--- src/rtl/binary_down_counter.sv ---
// Loadable down-counter / terminal-count timer.
// A start value is accepted over a valid/ready handshake while idle. The counter then
// decrements on each enabled cycle until it reaches zero, and expiry is flagged by a
// one-cycle done pulse.
// Optional build macro BINARY_DOWN_COUNTER_AUTO_RELOAD_EN adds the reload_en input.
// When reload_en is high at the terminal decrement, the counter reloads the last start
// value and keeps running instead of stopping.
module binary_down_counter #(
  parameter int unsigned WIDTH = 4
) (
  input  logic             clk,
  input  logic             reset_n,
  input  logic             load_valid,
  output logic             load_ready,
  input  logic [WIDTH-1:0] load_value,
  input  logic             enable,
  input  logic             abort,
`ifdef BINARY_DOWN_COUNTER_AUTO_RELOAD_EN
  input  logic             reload_en,
`endif
  output logic [WIDTH-1:0] count,
  output logic             busy,
  output logic             done
);

  typedef enum logic [1:0] {StIdle, StRun, StDone} state_e;

  localparam logic [WIDTH-1:0] CountOne = WIDTH'(1);

  state_e           state_q, state_d;
  logic [WIDTH-1:0] count_q, count_d;
  logic             done_q, done_d;

`ifdef BINARY_DOWN_COUNTER_AUTO_RELOAD_EN
  logic [WIDTH-1:0] reload_q, reload_d;
`endif

  // Next-state, next-count and done-pulse decode
  always_comb begin
    state_d = state_q;
    count_d = count_q;
    done_d  = 1'b0;
`ifdef BINARY_DOWN_COUNTER_AUTO_RELOAD_EN
    reload_d = reload_q;
`endif
    unique case (state_q)
      StIdle: begin
        if (load_valid) begin
          count_d = load_value;
`ifdef BINARY_DOWN_COUNTER_AUTO_RELOAD_EN
          reload_d = load_value;
`endif
          // A zero start value expires immediately without a RUN cycle
          if (load_value == '0) begin
            state_d = StDone;
            done_d  = 1'b1;
          end else begin
            state_d = StRun;
          end
        end
      end
      StRun: begin
        if (abort) begin
          state_d = StIdle;
          count_d = '0;
        end else if (enable) begin
          if (count_q == CountOne) begin
`ifdef BINARY_DOWN_COUNTER_AUTO_RELOAD_EN
            if (reload_en) begin
              // Terminal edge with reload: restart the period, pulse done, stay running
              count_d = reload_q;
              done_d  = 1'b1;
            end else begin
              count_d = '0;
              state_d = StDone;
              done_d  = 1'b1;
            end
`else
            count_d = '0;
            state_d = StDone;
            done_d  = 1'b1;
`endif
          end else begin
            // count_q is always >= 1 in RUN, so this never wraps
            count_d = count_q - CountOne;
          end
        end
      end
      StDone: begin
        state_d = StIdle;
        count_d = '0;
      end
      default: begin
        state_d = StIdle;
        count_d = '0;
      end
    endcase
  end

  // State, count and done registers with asynchronous active-low reset
  always_ff @(posedge clk or negedge reset_n) begin
    if (!reset_n) begin
      state_q <= StIdle;
      count_q <= '0;
      done_q  <= 1'b0;
    end else begin
      state_q <= state_d;
      count_q <= count_d;
      done_q  <= done_d;
    end
  end

`ifdef BINARY_DOWN_COUNTER_AUTO_RELOAD_EN
  // Holds the last accepted start value for auto-reload
  always_ff @(posedge clk or negedge reset_n) begin
    if (!reset_n) begin
      reload_q <= '0;
    end else begin
      reload_q <= reload_d;
    end
  end
`endif

  // Outputs come straight from registers or the registered state
  always_comb begin
    load_ready = (state_q == StIdle);
    busy       = (state_q == StRun);
    count      = count_q;
    done       = done_q;
  end

endmodule

--- config.mk ---
export PLATFORM = sky130hd
export DESIGN_NAME = binary_down_counter
export DESIGN_NICKNAME = d
export VERILOG_FILES = /design/src/rtl/binary_down_counter.sv
export SDC_FILE = /design/constraint.sdc
export NUM_CORES = 1
export LEC_CHECK = 0
export ABC_AREA = 1
export CAP_MARGIN = 30
export CORE_AREA = 2 2 39 41
export CTS_CLUSTER_DIAMETER = 50
export CTS_CLUSTER_SIZE = 14
export DETAILED_ROUTE_END_ITERATION = 16
export DIE_AREA = 0 0 41 43
export HOLD_SLACK_MARGIN = 0.06
export MAX_ROUTING_LAYER = met4
export PLACE_DENSITY = 0.68
export SLEW_MARGIN = 0
export SYNTH_ARGS = -nofsm -noshare
export SYNTH_HDL_FRONTEND = slang
export SYNTH_SLANG_ARGS = --single-unit
--- constraint.sdc ---
create_clock -name clk -period 1.1 [get_ports clk]
set_input_delay 0.22 -clock clk [delete_from_list [all_inputs] [get_ports clk]]
set_output_delay 0.22 -clock clk [all_outputs]
set_load 0.01 [all_outputs]
# [Word-level counts from Yosys, hierarchy flattened]
# Index checks and enable logic that the tools add are counted.
[totals] out_inout_bits=7 regBits=7 word_cells=30 input_bits=9
[classes] muxes=17 n_addsub=1 reduce_logical=4 n_eq_ne=5
[op_table] operator="$mux 4" n=4
[op_table] operator="$mux 2" n=5
[op_table] operator="$pmux 4 s2" n=1
[op_table] operator="$mux 1" n=5
[op_table] operator="$eq 4x1->1 const B" n=1
[op_table] operator="$logic_not 4->1" n=1
[op_table] operator="$pmux 2 s2" n=1
[op_table] operator="$sub 4x1->4 const B" n=1
[op_table] operator="$ne 3x2->1 const B" n=1
[op_table] operator="$ne 3x3->1 const B" n=1
[op_table] operator="$reduce_and 3->1" n=1
[op_table] operator="$eq 2x1->1 const B" n=1
[op_table] operator="$logic_not 2->1" n=1
[op_table] operator="$ne 2x2->1 const B" n=1
[op_table] operator="$pmux 1 s2" n=1
[op_table] operator="$reduce_and 2->1" n=1

# [Depth between registers and ports, before layout]
# Gate-level depths: netlist of the first run.
[depth] ltp_word=5 depth_mapped=9 mapped_depth_nobuf=9

# [Worst setup path after synthesis of the first run]
# Ideal clock, no wire load.
[synth_timing] kind="register to register" startpoint="register count_q[0], in the netlist count[0]" endpoint="register count_q[2], in the netlist count[2]" arrival_time_ps=1075 setup_time_ps=65 n_path_buf=0 path_stages_with_launch=7 setup_slack_ps=-40 path_cell_list="dfrtp_1 -> inv_1 -> ha_1 -> xnor2_1 -> o21ai_0 -> nand2_1 -> nand2_1"
[synth_via] elab_chain_len=5 elab_cells_between_ends=6 classes_between="add/sub: 1; eq/ne: 1; mux: 4"
[synth_rtl] item="start: declaration" line="31" source="logic [WIDTH-1:0] count_q, count_d;"
[synth_rtl] item="start signal: assignment" line="108" source="count_q <= count_d;"
[synth_rtl] item="$sub 4x1->4 or $eq 4x1->1 (tied branches)" line="85, 67"
[synth_rtl] item="$mux 4 *" line="67" source="if (count_q == CountOne) begin"
[synth_rtl] item="$mux 4 *" line="66" source="end else if (enable) begin"
[synth_rtl] item="$mux 4 *" line="63" source="if (abort) begin"
[synth_rtl] item="$pmux 4 s2 *" line="46" source="unique case (state_q)"
# Mark *: on every way between the ends. The rest lies on a longest branch, timed or not. The select of a mux whose other input is x is not followed.
# A chain may end at the register's enable or synchronous reset.

# [Worst setup path in the final report of the first run]
[layout_timing] startpoint="register state_q[0]" endpoint="register state_q[1]"
[layout_via] elab_chain_len=3 elab_cells_between_ends=7 classes_between="eq/ne: 4; mux: 1; reduce/logical: 2"
[layout_rtl] item="start: declaration" line="30" source="state_e state_q, state_d;"
[layout_rtl] item="start signal: assignment" line="103" source="state_q <= StIdle;"
[layout_rtl] item="start signal: assignment" line="107" source="state_q <= state_d;"
[layout_rtl] item="$eq 2x1->1 or $logic_not 2->1 (tied branches)" line="46"
[layout_rtl] item="$ne 3x2->1 (no line), or another cell as far along"
[layout_rtl] item="$reduce_and 3->1 (no line)"
# Parallel ways exist; a longest one is shown, timed or not.

==> impl_results.md, run 1 <==
- Outcome: finished, violations left
- Violated checks: setup timing
- Multi-input gate area in the final layout: 342.8 um2
- Fraction of layout cells with a size suffix above 1: 50.98%
- Worst min-delay path class: input port to asynchronous set/reset pin
- Fmax: 830.3 MHz
- FF/Latch Area: 177.7 um2
- Minimum clock period: 1.204 ns
- Post-route setup TNS: -0.6726 ns
- Synth warn: 0
- Filler cells: 126
- Clock buffer depth: 2
- Overall routing resource usage: 18.44%
- Die area: 0.001763 mm2
- Rows: 14
- Gp weighted congestion: 0.8452
- Cell area after synthesis: 485.5 um2
- Slew Limit Fails: 0
- Critical path's slowest cell: dfrtp_2
- WL/cell: 11.27 um
- Drc violations: 0
- Startpoint Class: flip-flop
- CTS Hold Buffers Added: 0
- Area leader, netlist: dfrtp_1
- Reg clk slew, reported paths: 0.05 ns
- RSZ-0062 raised after global routing: yes
- Drt initial violations: 4
- PortBufs: 15
- Largest cells by area after synthesis: dfrtp_1, nand2_1, nor2_4, nor2_1, ha_1
- Synthesized flop and latch total: 7
- Root Driver: clkbuf_4
- Ant diodes: 0
- First-pass GRT wire length: 1.994 mm
- Crit. End Element: flip-flop
- Final WL: 1.330 mm
- Leakage: 0.4405 nW
- Routed Antenna Nets: 0
- Mean Syn Cell Area: 7.356 um2
- Clk sink count: 7
- Initial Util: 35.08%
- Clock skew: 0.001424 ns
- CP Class: flip-flop to flip-flop
- Commonest cells post-synth: nand2_1, dfrtp_1, nor2_1, inv_1, nor2_4
- Initial antenna violation count: 0
- Die W: 41 um
- Most numerous cell in the Yosys netlist: nand2_1
- Number of global-route vias before repair: 496
- Worst ir drop on vdd: 1031 uV
- Drt pass-1 iters: 4
- Mapped Cells: 66
- H-tree levels: 1
- Final Cycle Share: 109.5%
- GRT overflow: 0
- Top cell type's share of synthesized area: 36.08%
- WP data required: 1.28 ns
- Number of failing hold endpoints at the final stage: 0
- Vias per cell: 4.568
- Delay-heaviest family, CP: flip-flops
- DP Wirelength: 894 um
- Largest net degree at the start of global routing: 9
- CP max FO: 8
- Synth unique cells: 18
- Core area: 0.001384 mm2
- Endpoints failing setup: 9
- Max Cap Viol: 0
- Post-synthesis sequential area ratio: 36.08%
- Critical path, cell by cell: buf_4, nand3b_4, nor2_4, nor2_8, nand2_2, a21oi_2
- Die height: 43 um
- Pwr Density: 2791 mW/mm2
- Async S/R FF share, synth: 100.0%
- Relative slew slack: 78.68%
- IO Pins: 16
- CP peak stage delay: 0.43 ns
- Worst EP arrival: 1.38 ns
- Worst Max-Slew Pin Slew: 0.3188 ns
- CTS Buf Count: 3
- Area Growth Syn to Fin: 77.83%
- Crit path buf inv count: 1
- Worst-Skew Late Latency: 0.26 ns
- Final nets: 114
- Hold slack final: 0.2214 ns
- CTS tree: done
- Ys flop type: dfrtp_1
- EDFF count, synth: 0
- Syn Nets: 77
- Final WS setup: -0.1044 ns
- Vias: 539
==> cells in the final DEF (no fill, tap or decap), types with 3 or more instances in the layout <==
cell              n
buf_2             3
buf_4            15
buf_6             3
clkbuf_4          3
clkdlybuf4s50_1   7
dfrtp_1           5
inv_1             4
inv_2             4
nand2_1          20
nand2_2           4
nor2_1            5
nor2_4            4
o21ai_2           4
==> cell families (layout without fill, tap and decap cells) <==
kind of cell               Yosys count  count (layout)  share of synthesized area [%]
and+or+nand+nor                     40              40                          42.01
buffers and inverters                9              45                          7.475
AOI/OAI and AO/OA                    7               7                          7.475
DFF                                  7               7                          36.08
adders and majority gates            2               2                          5.154
xor gates and xnor gates             1               1                          1.804
==> sequential cells by signal, indices dropped and copies added, names as in the netlist <==
| name | flops |
|---|---|
| done | 1 |
| count | 4 |
| state_q | 2 |
==> repair_timing <==
item,in CTS,in global routing
cloned,0,0
pin swaps,12,8
buffers inserted,5,2
resized for setup,33,13
endpoints found under the setup margin,14,11
==> layout make-up <==
type / count / area share [%]
Tap cell: 16 / 2.319
Timing Repair Buffer: 32 / 30.14
Multi-Input combinational cell: 50 / 39.71
Sequential cell: 7 / 20.58
Inverter: 9 / 4.203
Clock buffer: 4 / 3.043
==> final timing paths <==
check,end,startpoint,depth (start not counted),slack [ns]
setup / recovery,state_q[1],state_q[0],6,-0.10
hold / removal,count[2],reset_n,1,0.22
setup reg to reg,state_q[1],state_q[0],6,-0.10
hold reg to reg,count[3],count[3],3,0.64
max in group asynchronous,state_q[0],reset_n,1,0.62
min in group clk,state_q[0],abort,5,0.54
==> routing by layer <==
metal / wire length (um) / part of all wire [%] / GRT usage [%]
met5: 0 / 0 / -
met4: 57 / 4.3 / 12.00
met3: 75 / 5.6 / 3.141
met2: 653 / 49 / 28.44
met1: 543 / 41 / 20.74
==> through the flow <==
stage | cell area (um2) | power [mW] | std cells | setup WS (ns) | util [%]
floorplan | 499.2 | 1.207 | 66 | -0.002046 | -
finish | 863.3 | 2.410 | 118 | -0.1044 | 62.39
global route | 863.3 | 2.598 | 118 | -0.1782 | 62.39
CTS | 828.3 | 2.250 | 116 | -0.09794 | 59.86
global placement | 744.5 | 1.830 | 107 | -0.2805 | 53.80
detailed placement | 744.5 | 1.846 | 107 | -0.3029 | 53.80
==> power breakdown <==
group | internal, mW | leakage (nW) | switching, mW | total, mW
logic | 0.839 | 0.338 | 0.845 | 1.68
clock network | 0.139 | 0.0150 | 0.0986 | 0.237
registers | 0.375 | 0.0874 | 0.113 | 0.488
total | 1.35 | 0.440 | 1.06 | 2.41
==> worst reg2reg max path: stages, from the launching register on <==
cell and delay, ns:
dfrtp_2 0.43, buf_4 0.15, nand3b_4 0.10, nor2_4 0.06
nor2_8 0.16, nand2_2 0.10, a21oi_2 0.13
Note: power is estimated with default switching activity, not from simulation.
==> run 2, diff against run 1 <==
--- a/config.mk
+++ b/config.mk
@@ -14,7 +14,7 @@
 export DIE_AREA = 0 0 41 43
 export HOLD_SLACK_MARGIN = 0.06
 export MAX_ROUTING_LAYER = met4
-export PLACE_DENSITY = 0.68
+export PLACE_DENSITY = 0.67
 export SLEW_MARGIN = 0
 export SYNTH_ARGS = -nofsm -noshare
 export SYNTH_HDL_FRONTEND = slang
==> impl_results.md, run 2 (synthesis results as in run 1) <==
- Placement Cell Area: 744.5 um2 (unchanged)
- Drc violations: 0 (unchanged)
- Slew Limit Fails: 0 (unchanged)
- Violated checks: setup timing (unchanged)
- Clk sink count: 7 (unchanged)
- Worst min-delay path class: input port to asynchronous set/reset pin (unchanged)
- Startpoint Class: flip-flop (unchanged)
- Fraction of power consumed by sequential logic: 21.3% (was 20.3%)
- CP Class: flip-flop to flip-flop (unchanged)
- Vias per cell: 4.447 (was 4.568)
- Final Cycle Share: 109.7% (was 109.5%)
- CP max FO: 3 (was 8)
- Worst EP arrival: 1.34 ns (was 1.38 ns)
- IO Pins: 16 (unchanged)
- Critical Path Source: count[1] (was state_q[0])
- Worst reg-to-reg setup slack: -0.11 ns (was -0.10 ns)
- Routed Antenna Nets: 0 (unchanged)
- Delay-heaviest family, CP: flip-flops (unchanged)
- RSZ-0062 raised after global routing: yes (unchanged)
- Hold slack final: 0.2238 ns (was 0.2214 ns)
- Worst R2R Start: count[1] (was state_q[0])
- Comb power frac: 68.6% (was 69.9%)
- Clock skew: 0.006974 ns (was 0.001424 ns)
- Root Driver: clkbuf_4 (unchanged)
- CTS Buf Count: 3 (unchanged)
- Minimum clock period: 1.207 ns (was 1.204 ns)
- Final nets: 110 (was 114)
- Multi-input gate area in the final layout: 347.8 um2 (was 342.8 um2)
- Clock buffer depth: 2 (unchanged)
- CP peak stage delay: 0.40 ns (was 0.43 ns)
- Worst-Skew Late Latency: 0.25 ns (was 0.26 ns)
- Endpoints failing setup: 11 (was 9)
- Number of failing hold endpoints at the final stage: 0 (unchanged)
- CTS tree: done (unchanged)
- Rows: 14 (unchanged)
- Final WL: 1.095 mm (was 1.330 mm)
- Gp weighted congestion: 0.8339 (was 0.8452)
- WL/cell: 9.605 um (was 11.27 um)
- PortBufs: 15 (unchanged)
- Worst R2R End: state_q[0] (was state_q[1])
- Initial Util: 35.08% (unchanged)
- Placed cell count: 107 (unchanged)
- Worst Max-Slew Pin Slew: 0.3188 ns (about the same)
- Number of global-route vias before repair: 473 (was 496)
- FF/Latch Area: 177.7 um2 (unchanged)
- First-pass GRT wire length: 1.904 mm (was 1.994 mm)
- Filler cells: 117 (was 126)
- Area Growth Syn to Fin: 74.48% (was 77.83%)
- Core area: 0.001384 mm2 (unchanged)
- H-tree levels: 1 (unchanged)
- Max Cap Viol: 0 (unchanged)
- Pwr Density: 2722 mW/mm2 (was 2791 mW/mm2)
- Initial antenna violation count: 0 (unchanged)
- Critical path, cell by cell: inv_2, ha_4, nand2_2, nor2_2, nor2_1, buf_4, nor2_1, nand2_1 (was buf_4, nand3b_4, nor2_4, nor2_8, nand2_2, a21oi_2)
- Clock power frac: 10.1% (was 9.8%)
- Fraction of layout cells with a size suffix above 1: 46.94% (was 50.98%)
- Max FFs per register: 4 (unchanged)
- Ant diodes: 0 (unchanged)
- Crit. End Element: flip-flop (unchanged)
- Final WS setup: -0.1070 ns (was -0.1044 ns)
- Internal power: 1.295 mW (was 1.353 mW)
- Vias: 507 (was 539)
- Die area: 0.001763 mm2 (unchanged)
- Drt pass-1 iters: 4 (unchanged)
- GRT overflow: 0 (unchanged)
- Die W: 41 um (unchanged)
- Fmax: 828.5 MHz (was 830.3 MHz)
- Total power: 2.306 mW (was 2.410 mW)
- Worst ir drop on vdd: 945.8 uV (was 1031 uV)
- Most frequent cell on the critical path: nor2_1
- Die height: 43 um (unchanged)
- Layout Cells excl Fill: 114 (was 118)
- Crit path buf inv count: 2 (was 1)
- Net Sw Frac: 43.85% (was 43.86%)
- Design Area, Final: 847.1 um2 (was 863.3 um2)
- Relative slew slack: 78.68% (about the same)
- Reg clk slew, reported paths: 0.05 ns (about the same)
- Largest net degree at the start of global routing: 9 (unchanged)
- Commonest non-fill, non-tap cell in the layout: nand2_1 (unchanged)
- Critical path's slowest cell: dfrtp_1 (was dfrtp_2)
- Commonest non-fill, non-tap cells in the layout: nand2_1, buf_4, clkdlybuf4s50_1 (unchanged)
- NetSw: 1.011 mW (was 1.057 mW)
- DP Wirelength: 847.7 um (was 894 um)
- WP data required: 1.24 ns (was 1.28 ns)
- Leakage: 0.4253 nW (was 0.4405 nW)
- Outcome: finished, violations left (unchanged)
- Drt initial violations: 10 (was 4)
- Overall routing resource usage: 17.19% (was 18.44%)
- Register-to-Register Path Depth: 8 (was 6)
## run 2: how the worst max path moves through the flow
| stage | slack [ns] | cells after the start | endpoint |
|---|---|---|---|
| after global routing | -0.19 | 8 | state_q[0] |
| final | -0.11 | 8 | state_q[0] |
| after CTS | -0.09 | 8 | state_q[0] |
| after floorplan | -0.002 | 6 | count[2] |
| after global placement | -0.28 | 6 | state_q[0] |
| after detailed placement | -0.29 | 6 | state_q[0] |
## run 2: final cells by class
cell class | count | share of cell area, %
Multi-Input combinational cell | 50 | 41.06
Timing Repair Buffer | 28 | 28.21
Sequential cell | 7 | 20.97
Inverter | 9 | 4.284
Clock buffer | 4 | 3.102
Tap cell | 16 | 2.363
## run 2: power groups by stage
| stage | Clock, mW | Combinational [mW] | Sequential, mW |
|---|---|---|---|
| after detailed placement | 0 | 1.34 | 0.494 |
| after global placement | 0 | 1.34 | 0.490 |
| after floorplan | 0 | 0.676 | 0.531 |
| after CTS | 0.245 | 1.41 | 0.494 |
| after global routing | 0.265 | 1.74 | 0.508 |
| final | 0.233 | 1.58 | 0.491 |
## run 2: timing repair
item                       in CTS  in global routing
gates resized for setup        29                 13
hold buffers                    0                  0
setup buffers                   2                  1
setup endpoints to repair      14                 12
cloned                          0                  0
pin swaps                       8                 14
## run 2: worst register-to-register path, cell delays in order, from the launching register on
cell and delay (ns):
dfrtp_1 0.40, inv_2 0.10, ha_4 0.14, nand2_2 0.04, nor2_2 0.09, nor2_1 0.05
buf_4 0.12, nor2_1 0.09, nand2_1 0.05
## run 2: stage by stage
step                      setup TNS [ns]  setup WS [ns]  utilization, %
final                            -0.8168        -0.1070           61.21
after global placement            -2.402        -0.2799           53.80
after global routing              -1.460        -0.1909           61.21
after detailed placement          -2.454        -0.2876           53.80
after floorplan                -0.002046      -0.002046               -
after CTS                        -0.8336       -0.09404           57.41
## run 2: layer usage
metal,wire (um),vias up,track usage (%)
met5,0,-,-
met4,18,0,16.00
met3,51,2,3.141
met2,502,19,21.25
met1,522,217,22.41
li1,-,269,-
